[src/rtl/mux_arb_n_way.sv]
// Registered N-way mux: arbitrates between WAYS valid/ready producers (round-robin or
// fixed priority) and holds the winning word in a single output register.
module mux_arb_n_way #(
    parameter int WAYS  = 4,
    parameter int WIDTH = 16,
    parameter int SEL_W = $clog2(WAYS)
) (
    input  logic             clk,
    input  logic             reset,
    input  logic [WIDTH-1:0] in_data [WAYS],
    input  logic [WAYS-1:0]  in_valid,
    output logic [WAYS-1:0]  in_ready,
    input  logic             mode,
    output logic [WIDTH-1:0] out_data,
    output logic             out_valid,
    input  logic             out_ready,
    output logic [SEL_W-1:0] out_sel
);

    // Handshake: a word moves across any valid/ready pair on the rising edge where both
    // are high. in_ready is one-hot (or zero) and never depends on in_data.
    logic [WIDTH-1:0] out_data_q, out_data_d;
    logic             out_valid_q, out_valid_d;
    logic [SEL_W-1:0] out_sel_q, out_sel_d;
    logic [SEL_W-1:0] ptr_q, ptr_d;

    logic             load;
    logic             grant_found;
    logic [SEL_W-1:0] grant_idx;
    logic [SEL_W-1:0] cand_idx;
    int               cand;

    // Search starts at ptr (round-robin) or 0 (fixed priority) and wraps at WAYS-1.
    always_comb begin
        load        = !out_valid_q || out_ready;
        grant_found = 1'b0;
        grant_idx   = '0;
        cand_idx    = '0;
        cand        = 0;
        in_ready    = '0;
        for (int k = 0; k < WAYS; k++) begin
            cand = (mode ? 0 : int'(ptr_q)) + k;
            if (cand >= WAYS) begin
                cand = cand - WAYS;
            end
            cand_idx = SEL_W'(cand);
            if (!grant_found && in_valid[cand_idx]) begin
                grant_found = 1'b1;
                grant_idx   = cand_idx;
            end
        end
        if (load && grant_found) begin
            in_ready[grant_idx] = 1'b1;
        end
    end

    always_comb begin
        out_data_d  = out_data_q;
        out_valid_d = out_valid_q;
        out_sel_d   = out_sel_q;
        ptr_d       = ptr_q;
        if (load && grant_found) begin
            out_data_d  = in_data[grant_idx];
            out_sel_d   = grant_idx;
            out_valid_d = 1'b1;
            if (!mode) begin
                ptr_d = (grant_idx == SEL_W'(WAYS - 1)) ? '0 : grant_idx + SEL_W'(1);
            end
        end else if (out_valid_q && out_ready) begin
            out_valid_d = 1'b0;
        end
    end

    always_ff @(posedge clk or posedge reset) begin
        if (reset) begin
            out_data_q  <= '0;
            out_valid_q <= 1'b0;
            out_sel_q   <= '0;
            ptr_q       <= '0;
        end else begin
            out_data_q  <= out_data_d;
            out_valid_q <= out_valid_d;
            out_sel_q   <= out_sel_d;
            ptr_q       <= ptr_d;
        end
    end

    assign out_data  = out_data_q;
    assign out_valid = out_valid_q;
    assign out_sel   = out_sel_q;

endmodule
[config.mk]
export PLATFORM = sky130hd
export DESIGN_NAME = mux_arb_n_way
export DESIGN_NICKNAME = d
export VERILOG_FILES = /design/src/rtl/mux_arb_n_way.sv
export SDC_FILE = /design/constraint.sdc
export NUM_CORES = 1
export LEC_CHECK = 0
export BUFFER_PORTS_ARGS = -buffer_cell sky130_fd_sc_hd__buf_2
export CORE_ASPECT_RATIO = 2
export CORE_MARGIN = 2
export CORE_UTILIZATION = 30
export DETAILED_ROUTE_END_ITERATION = 6
export GPL_TIMING_DRIVEN = 0
export PLACE_DENSITY = 0.61
export SETUP_SLACK_MARGIN = 0.2
export SYNTH_ARGS = -nofsm -noshare
export SYNTH_HDL_FRONTEND = slang
export SYNTH_SLANG_ARGS = --single-unit
[constraint.sdc]
create_clock -name clk -period 2.5 [get_ports clk]
set_input_delay 0.25 -clock clk [delete_from_list [all_inputs] [get_ports clk]]
set_output_delay 0.25 -clock clk [all_outputs]
set_load 0.02 [all_outputs]
==> impl_results.md, run 1 <==
* Power density cells at 1170 mW/mm^2
* Synthesized area per cell at 7.72 sq um
* Final Slew Violations at 0
* Compound-Gate Fraction of Synth Area at 0.305
* Via density at between 5 and 6
* CP endpoint kind: primary output
* Die W at 56.1 um
* Synth-to-Final Area Change at 65.8%
* Synth area leaders: dfrtp_1 (32%), nor2_1 (9.4%), a211o_1 (8.6%)
* WP data arrival at 2.69 ns
* Clock latency on the worst-skew pair at between 0.2 and 0.3 ns
* Crit-path max FO at 5
* Post-Synth Simple-Gate Area at 0.219
* Wirelength per Cell at 15.4 um
* PortBufs at 93
* Crit start category: register
* Grt total ovfl at 0
* Post-route cell area at 0.00270 sq mm
* CTS buffer count at 3
* Synth Register Bits at 21
* Pin count of the biggest net entering global routing at 22
* CTS tree: yes
* Tot GR Track Use at 0.193
* Final setup fails at 23
* Area after DPL at 0.00224 sq mm
* Outcome: finished with violations
* First-pass GRT wire length at 9.45 mm
* DR iter-0 viols at 96
* Post-Syn Area at around 0.0016 sq mm
* Synthesized instance count at 211
* Adder-Cell Fraction of Synth Area at 0.00768
* FP Rows at 38
* Cells on worst reg2reg path at 12
* Fmax at about 340 MHz
* Layout Utilization at 0.507
* Clock transition at path regs at 0.08 ns
* Vias in the first global route at 2115
* Buffer depth of the longest clock path at 2
* Crit path kind: register to primary output
* Die area at 0.00607 sq mm
* Failing checks: setup timing
* DRT Pass-1 Iters at 4
* Top FF cell, synth: dfrtp_1
* Via count at ~2.0k
* Detailed-placement wirelength estimate at about 4.1 mm
* Diode count at 0
* Root Buffer: clkbuf_8
* Synth unique cells at 36
* Routed Antenna Nets at 0
* EDFF count, synth at 0
* Slew HR at 0.433
* DRT Wirelength at 5.96 mm
* Worst hold path type: input port to asynchronous set/reset pin
* Core area at 0.00533 sq mm
* Multiplexer share of the synthesized area at 0.0269
* Starting density of the core at 0.306
* Clk_skew at 0.00309 ns
* Top cell type's share of synthesized area at 0.323
* Share of post-route cells with drive strength above 1 at 0.502
* Async set or reset register ratio after synthesis at 1.00
* H-tree Lvls at 1
* Synth warn at 0
* Combinational family with the most area after synthesis: compound AO/OA/AOI/OAI gates
* Sequential fraction of the synthesis area at 0.323
* Fin. Hold Viols at 0
* Worst VDD drop at 666 uV
* RD Place Congestion at 0.762
* Max-Cap Viols at 0
* Fill cell count at 552
* RSZ-0062 raised after global routing: true
* Final min period at between 2 and 3 ns
* Final net count at 401
* WHS at between 0.15 and 0.2 ns
* Measured slew at the worst slew-check pin at 0.850 ns
* Post-Syn Nets at about 280
* Die H at between 100 and 150 um
* Top cell type by total area after synthesis: dfrtp_1
* Initial antenna violation count at 0
* Synth Area in XOR/XNOR at 0
* Static leakage at 1.37 nW
* I/O pin count at 95
* Tcrit/Tclk final at 1.18
* CP Data Required Time at roughly 2.3 ns
* TritonCTS Sinks at 21
* Final WS setup at -0.442 ns
* Remaining DRCs at 0
==> synthesized netlist by cell type, types with 2 or more instances <==
library cell / instances
nor2b_1: 5
buf_2: 4
mux2_2: 3
inv_1: 22
o21bai_1: 3
nor2_1: 41
nand2b_1: 2
nand2_1: 18
o311ai_1: 16
o21ai_0: 4
clkbuf_1: 7
nor3b_1: 3
a21oi_1: 19
dfrtp_1: 21
buf_6: 5
o21ai_1: 2
a32oi_1: 2
a211o_1: 16
==> final cells by class <==
class	count	area, sq um	area share
timing repair buffer	112	699	0.259
sequential	21	528	0.195
clock buffer	3	41.3	0.0153
tap	60	75.1	0.0278
clock inverter	1	5.00	0.00185
inverter	23	98.8	0.0366
buffer	16	159	0.0588
multi-input combinational	151	1090	0.405
==> power by group <==
group / switching, mW / total, mW / internal, mW
Clock: 0.114 / 0.225 / 0.111
Sequential: 0.103 / 0.615 / 0.511
Combinational: 1.17 / 2.32 / 1.14
Total: 1.39 / 3.16 / 1.77
==> kinds of logic (layout without fill, tap and decap cells) <==
family          Yosys count  in the layout
compound gates           68             68
fa+ha+maj                 1              1
buf+inv                  39            155
flops                    21             21
mux                       4              4
simple gates             78             78
==> critical path, stage by stage, from the launching register on <==
cell and delay (ns):
dfrtp_2 0.44, or4b_4 0.50, o31ai_4 0.08, a211oi_2 0.09, or4_4 0.42, buf_6 0.13, and2_4 0.15, buf_8 0.12
clkinv_8 0.04, buf_8 0.10, ha_4 0.12, inv_2 0.04, nor2_4 0.07, buf_6 0.12
==> state kept, by name (all words and copies together), names as in the netlist <==
register / count
out_valid: 1
ptr_q: 2
out_data: 16
out_sel: 2
==> worst paths after layout <==
check                                start      endpoint  slack [ns]
worst max-delay path              ptr_q[1]   in_ready[3]       -0.44
worst min-delay path                 reset    out_sel[1]        0.15
worst max register to register    ptr_q[1]  out_data[14]       -0.40
worst min register to register  out_sel[0]    out_sel[0]        0.50
max in group asynchronous            reset      ptr_q[1]        1.77
min in group clk                 out_ready     out_valid        0.30
==> per-layer routing <==
layer	track usage	vias to the layer above	routed length [um]
met3	0.0395	8	485
met1	0.228	937	2480
met2	0.346	102	2930
met4	0.0612	0	61
met5	0	-	0
li1	-	974	-
==> metrics by stage <==
stage	instances	setup TNS, ns	power (mW)	setup slack, ns
6_report	387	-7.15	3.16	-0.442
5_1_grt	387	-9.86	3.38	-0.572
4_1_cts	383	-9.34	2.95	-0.551
3_5_place_dp	364	-8.48	2.26	-0.562
3_3_place_gp	364	-7.67	2.23	-0.558
2_1_floorplan	211	-0.166	1.77	-0.0870
==> cells in the final DEF, fill, tap and decap left out, types with 3 or more instances in the layout <==
master	Yosys	layout
buf_2	4	91
nor2_1	41	37
inv_1	22	21
dfrtp_1	21	19
a21oi_1	19	18
nand2_1	18	17
a211o_1	16	16
buf_4	0	14
o311ai_1	16	8
o311ai_2	0	8
buf_8	0	7
buf_6	5	6
clkbuf_1	7	4
o21ai_0	4	4
nor2b_1	5	3
nor2_4	0	3
clkbuf_8	0	3
==> repair_timing <==
action,4_1_cts,5_1_grt
buffers inserted,13,2
resized for setup,29,24
hold buffers,0,0
pin swaps,8,8
endpoints found under the setup margin,24,24
gates cloned,2,2
hold endpoints to repair,0,0
(Power assumes the default switching activity.)
==> run 2, diff against run 1 <==
==> config.mk (replaced) <==
export PLATFORM = sky130hd
export DESIGN_NAME = mux_arb_n_way
export DESIGN_NICKNAME = d
export VERILOG_FILES = /design/src/rtl/mux_arb_n_way.sv
export SDC_FILE = /design/constraint.sdc
export NUM_CORES = 1
export LEC_CHECK = 0
export ABC_AREA = 1
export BUFFER_PORTS_ARGS = -buffer_cell sky130_fd_sc_hd__buf_4
export CELL_PAD_IN_SITES_DETAIL_PLACEMENT = 1
export CELL_PAD_IN_SITES_GLOBAL_PLACEMENT = 2
export CORE_ASPECT_RATIO = 2
export CORE_MARGIN = 2
export CORE_UTILIZATION = 20
export DETAILED_ROUTE_END_ITERATION = 6
export GPL_TIMING_DRIVEN = 0
export PLACE_DENSITY = 0.77
export SETUP_SLACK_MARGIN = 0.2
export SYNTH_ARGS = -nofsm -noshare
export SYNTH_HDL_FRONTEND = slang
export SYNTH_SLANG_ARGS = --single-unit
==> run 2 against run 1 <==
Compared with the run above:
- the run now ends clean
- global-route usage down 3.8 points
- clock-buffer cell count up 1
- synthesized area up 12%
- largest cell class unchanged
- flip-flop and latch count unchanged
- critical path depth up 2
- worst hold slack better by 0.042 ns
- die area up 64%
- non-clock buffer count down 9
- first-iteration DRC count down 61%
- wire length up 31%
- critical endpoint is now in_ready[0]
- clock power up 57%
==> impl_results.md, run 2 <==
* Outcome: completed
* Final setup fails at 0 (-100%)
* Core area at 0.00895 sq mm (+68%)
* Diode count at 0 (unchanged)
* Commonest cells in the netlist: nand2_1 (99), nand3_1 (77), inv_1 (23), dfrtp_1 (21), nand3b_1 (16)
* Synth unique cells at 22 (-39%)
* Fmax at 439 MHz (+29%)
* Via count at 2288 (+13%)
* Die area at 0.00995 sq mm (+64%)
* Fin. Hold Viols at 0 (unchanged)
* Via density at 4.59 (-12%)
* Power density cells at 1110 mW/mm^2 (-5.2%)
* Die W at 71.5 um (+27%)
* Measured slew at the worst slew-check pin at 0.917 ns (+0.0676 ns)
* Synth warn at 0 (unchanged)
* EDFF count, synth at 0 (unchanged)
* FP Rows at 49 (+29%)
* Initial antenna violation count at 0 (unchanged)
* Synth Register Bits at 21 (unchanged)
* CP Data Required Time at 2.25 ns (about the same)
* Vias in the first global route at 2373 (+12%)
* Count leader, synth: nand2_1
* PortBufs at 94 (+1.1%)
* Synth-to-Final Area Change at 68.5%
* First-pass GRT wire length at 11.9 mm (+26%)
* H-tree Lvls at 1 (unchanged)
* Synth area leaders: dfrtp_1 (29%), nand3_1 (21%), nand2_1 (20%)
* Die H at 139 um (+29%)
* I/O pin count at 95 (unchanged)
* Commonest non-fill, non-tap cell in the layout: buf_4
* RD Place Congestion at 0.828 (+8.7%)
* Post-route cell area at 0.00307 sq mm (+14%)
* CP endpoint kind: primary output
* CTS tree: yes
* Pin count of the biggest net entering global routing at 22 (unchanged)
* Top FF cell, synth: dfrtp_1
* Max-Cap Viols at 0 (unchanged)
* Starting density of the core at 0.204 (-0.102)
* Top cell type by total area after synthesis: dfrtp_1
* WP data arrival at 2.03 ns (-0.66 ns)
* Buffer depth of the longest clock path at 2 (unchanged)
* Number of flip-flops in the largest register at 16 (unchanged)
* Worst hold path type: input port to register
* Final net count at 470 (+17%)
* Slew HR at 0.388 (-0.0451)
* DRT Wirelength at 7.80 mm (+31%)
* Post-Syn Area at 0.00182 sq mm (+12%)
* Routed Antenna Nets at 0 (unchanged)
* Top cell type's share of synthesized area at 0.288 (-0.0345)
* Async set or reset register ratio after synthesis at 1.00 (unchanged)
* DR iter-0 viols at 37 (-61%)
* RSZ-0062 raised after global routing: true
* Tot GR Track Use at 0.155 (-0.0378)
* Clock transition at path regs at 0.06 ns (-0.02 ns)
* Synthesized area per cell at 6.33 sq um (-18%)
* CTS buffer count at 3 (unchanged)
* Remaining DRCs at 0 (unchanged)
* Root Buffer: clkbuf_16
* Final Slew Violations at 0 (unchanged)
* Sequential fraction of the synthesis area at 0.288 (-0.0345)
* Tcrit/Tclk final at 0.911 (-0.265)
* Crit-path max FO at 8 (+3)
* Clk_skew at 0.00496 ns (+0.00187 ns)
* Area after DPL at 0.00266 sq mm (+19%)
* Worst VDD drop at 340 uV (-49%)
* Static leakage at 1.63 nW (+19%)
* Grt total ovfl at 0 (unchanged)
* Share of post-route cells with drive strength above 1 at 0.437 (-0.0647)
* Wirelength per Cell at 15.7 um (+1.7%)
* Clock latency on the worst-skew pair at 0.26 ns (about the same)
* Detailed-placement wirelength estimate at 6.07 mm (+47%)
* Most frequent cells in the layout: buf_4 (101), nand2_1 (83), nand3_1 (70), inv_1 (22), dfrtp_1 (21)
* Fill cell count at 1131 (+100%)
* Synthesized instance count at 288 (+36%)
* Crit start category: register
* Final min period at 2.28 ns (-0.664 ns)
* Setup_tns at 0 ns (+7.15 ns)
* Crit path kind: register to primary output
* DRT Pass-1 Iters at 4 (unchanged)
* TritonCTS Sinks at 21 (unchanged)
* Post-Syn Nets at 361 (+27%)
==> run 2: worst paths after layout <==
kind | startpoint | to | slack [ns] | cells past startpoint
worst max register to register | ptr_q[0] | out_data[8] | 0.37 | 16
worst min-delay path | out_ready | out_valid | 0.19 | 2
worst max-delay path | ptr_q[0] | in_ready[0] | 0.22 | 15
max in group asynchronous | reset | out_data[0] | 1.74 | 2
worst min register to register | out_sel[1] | out_sel[1] | 0.48 | 2
min in group asynchronous | reset | out_data[2] | 0.20 | 2
==> run 2: kinds of logic (layout without fill, tap and decap cells) <==
family / count (synthesis) / in the layout / share of synthesized area
buffers and inverters: 46 / 154 / 0.115
DFF: 21 / 21 / 0.288
and+or+nand+nor: 215 / 215 / 0.577
adders and majority gates: 1 / 1 / 0.00686
AOI/OAI and AO/OA: 5 / 5 / 0.0137
==> run 2: critical path, cell delays in order, from the launching register on <==
cell	delay, ns
dfrtp_1	0.38
buf_8	0.16
nand2_8	0.11
nand2_4	0.06
nand2_4	0.09
inv_2	0.04
nand2_2	0.06
nand2_4	0.07
nand3_2	0.09
nand3_4	0.10
nand2_4	0.08
buf_8	0.11
inv_8	0.03
buf_4	0.14
nor3_4	0.12
buf_6	0.14
==> run 2: metal layers <==
layer | vias to the layer above | routed length, um | GRT usage
li1 | 1153 | - | -
met1 | 1070 | 2820 | 0.161
met2 | 57 | 4590 | 0.313
met3 | 8 | 243 | 0.0153
met4 | 0 | 145 | 0.0427
met5 | - | 0 | 0
==> run 2: report_power, final <==
group / internal [mW] / leakage [nW] / switching (mW)
Combinational: 0.973 / 1.33 / 1.48
Sequential: 0.502 / 0.257 / 0.102
Clock: 0.218 / 0.0382 / 0.136
Total: 1.69 / 1.63 / 1.71
==> run 2: metrics by stage <==
step           setup slack, ns  power (mW)   util  cells  hold slack, ns
2_1_floorplan            0.390        1.89      -    288           0.227
3_3_place_gp             0.142        2.62  0.297    484           0.454
3_5_place_dp            0.0906        2.65  0.297    484           0.462
4_1_cts                  0.179        3.30  0.327    496           0.191
5_1_grt                  0.115        3.68  0.343    498           0.199
6_report                 0.222        3.41  0.343    498           0.192
==> run 2: what timing repair did <==
action                     in CTS  in global routing
resized for setup              31                 31
hold buffers                    0                  0
setup endpoints to repair       4                  5
pin swaps                      11                  8
buffers inserted                8                  2
==> run 2: area by class of cell <==
type | count | area (sq um) | share of cell area
buffer | 15 | 116 | 0.0379
clock buffer | 4 | 78.8 | 0.0257
inverter | 31 | 129 | 0.0419
multi-input combinational | 221 | 1290 | 0.420
sequential | 21 | 526 | 0.171
tap | 102 | 128 | 0.0415
timing repair buffer | 104 | 805 | 0.262
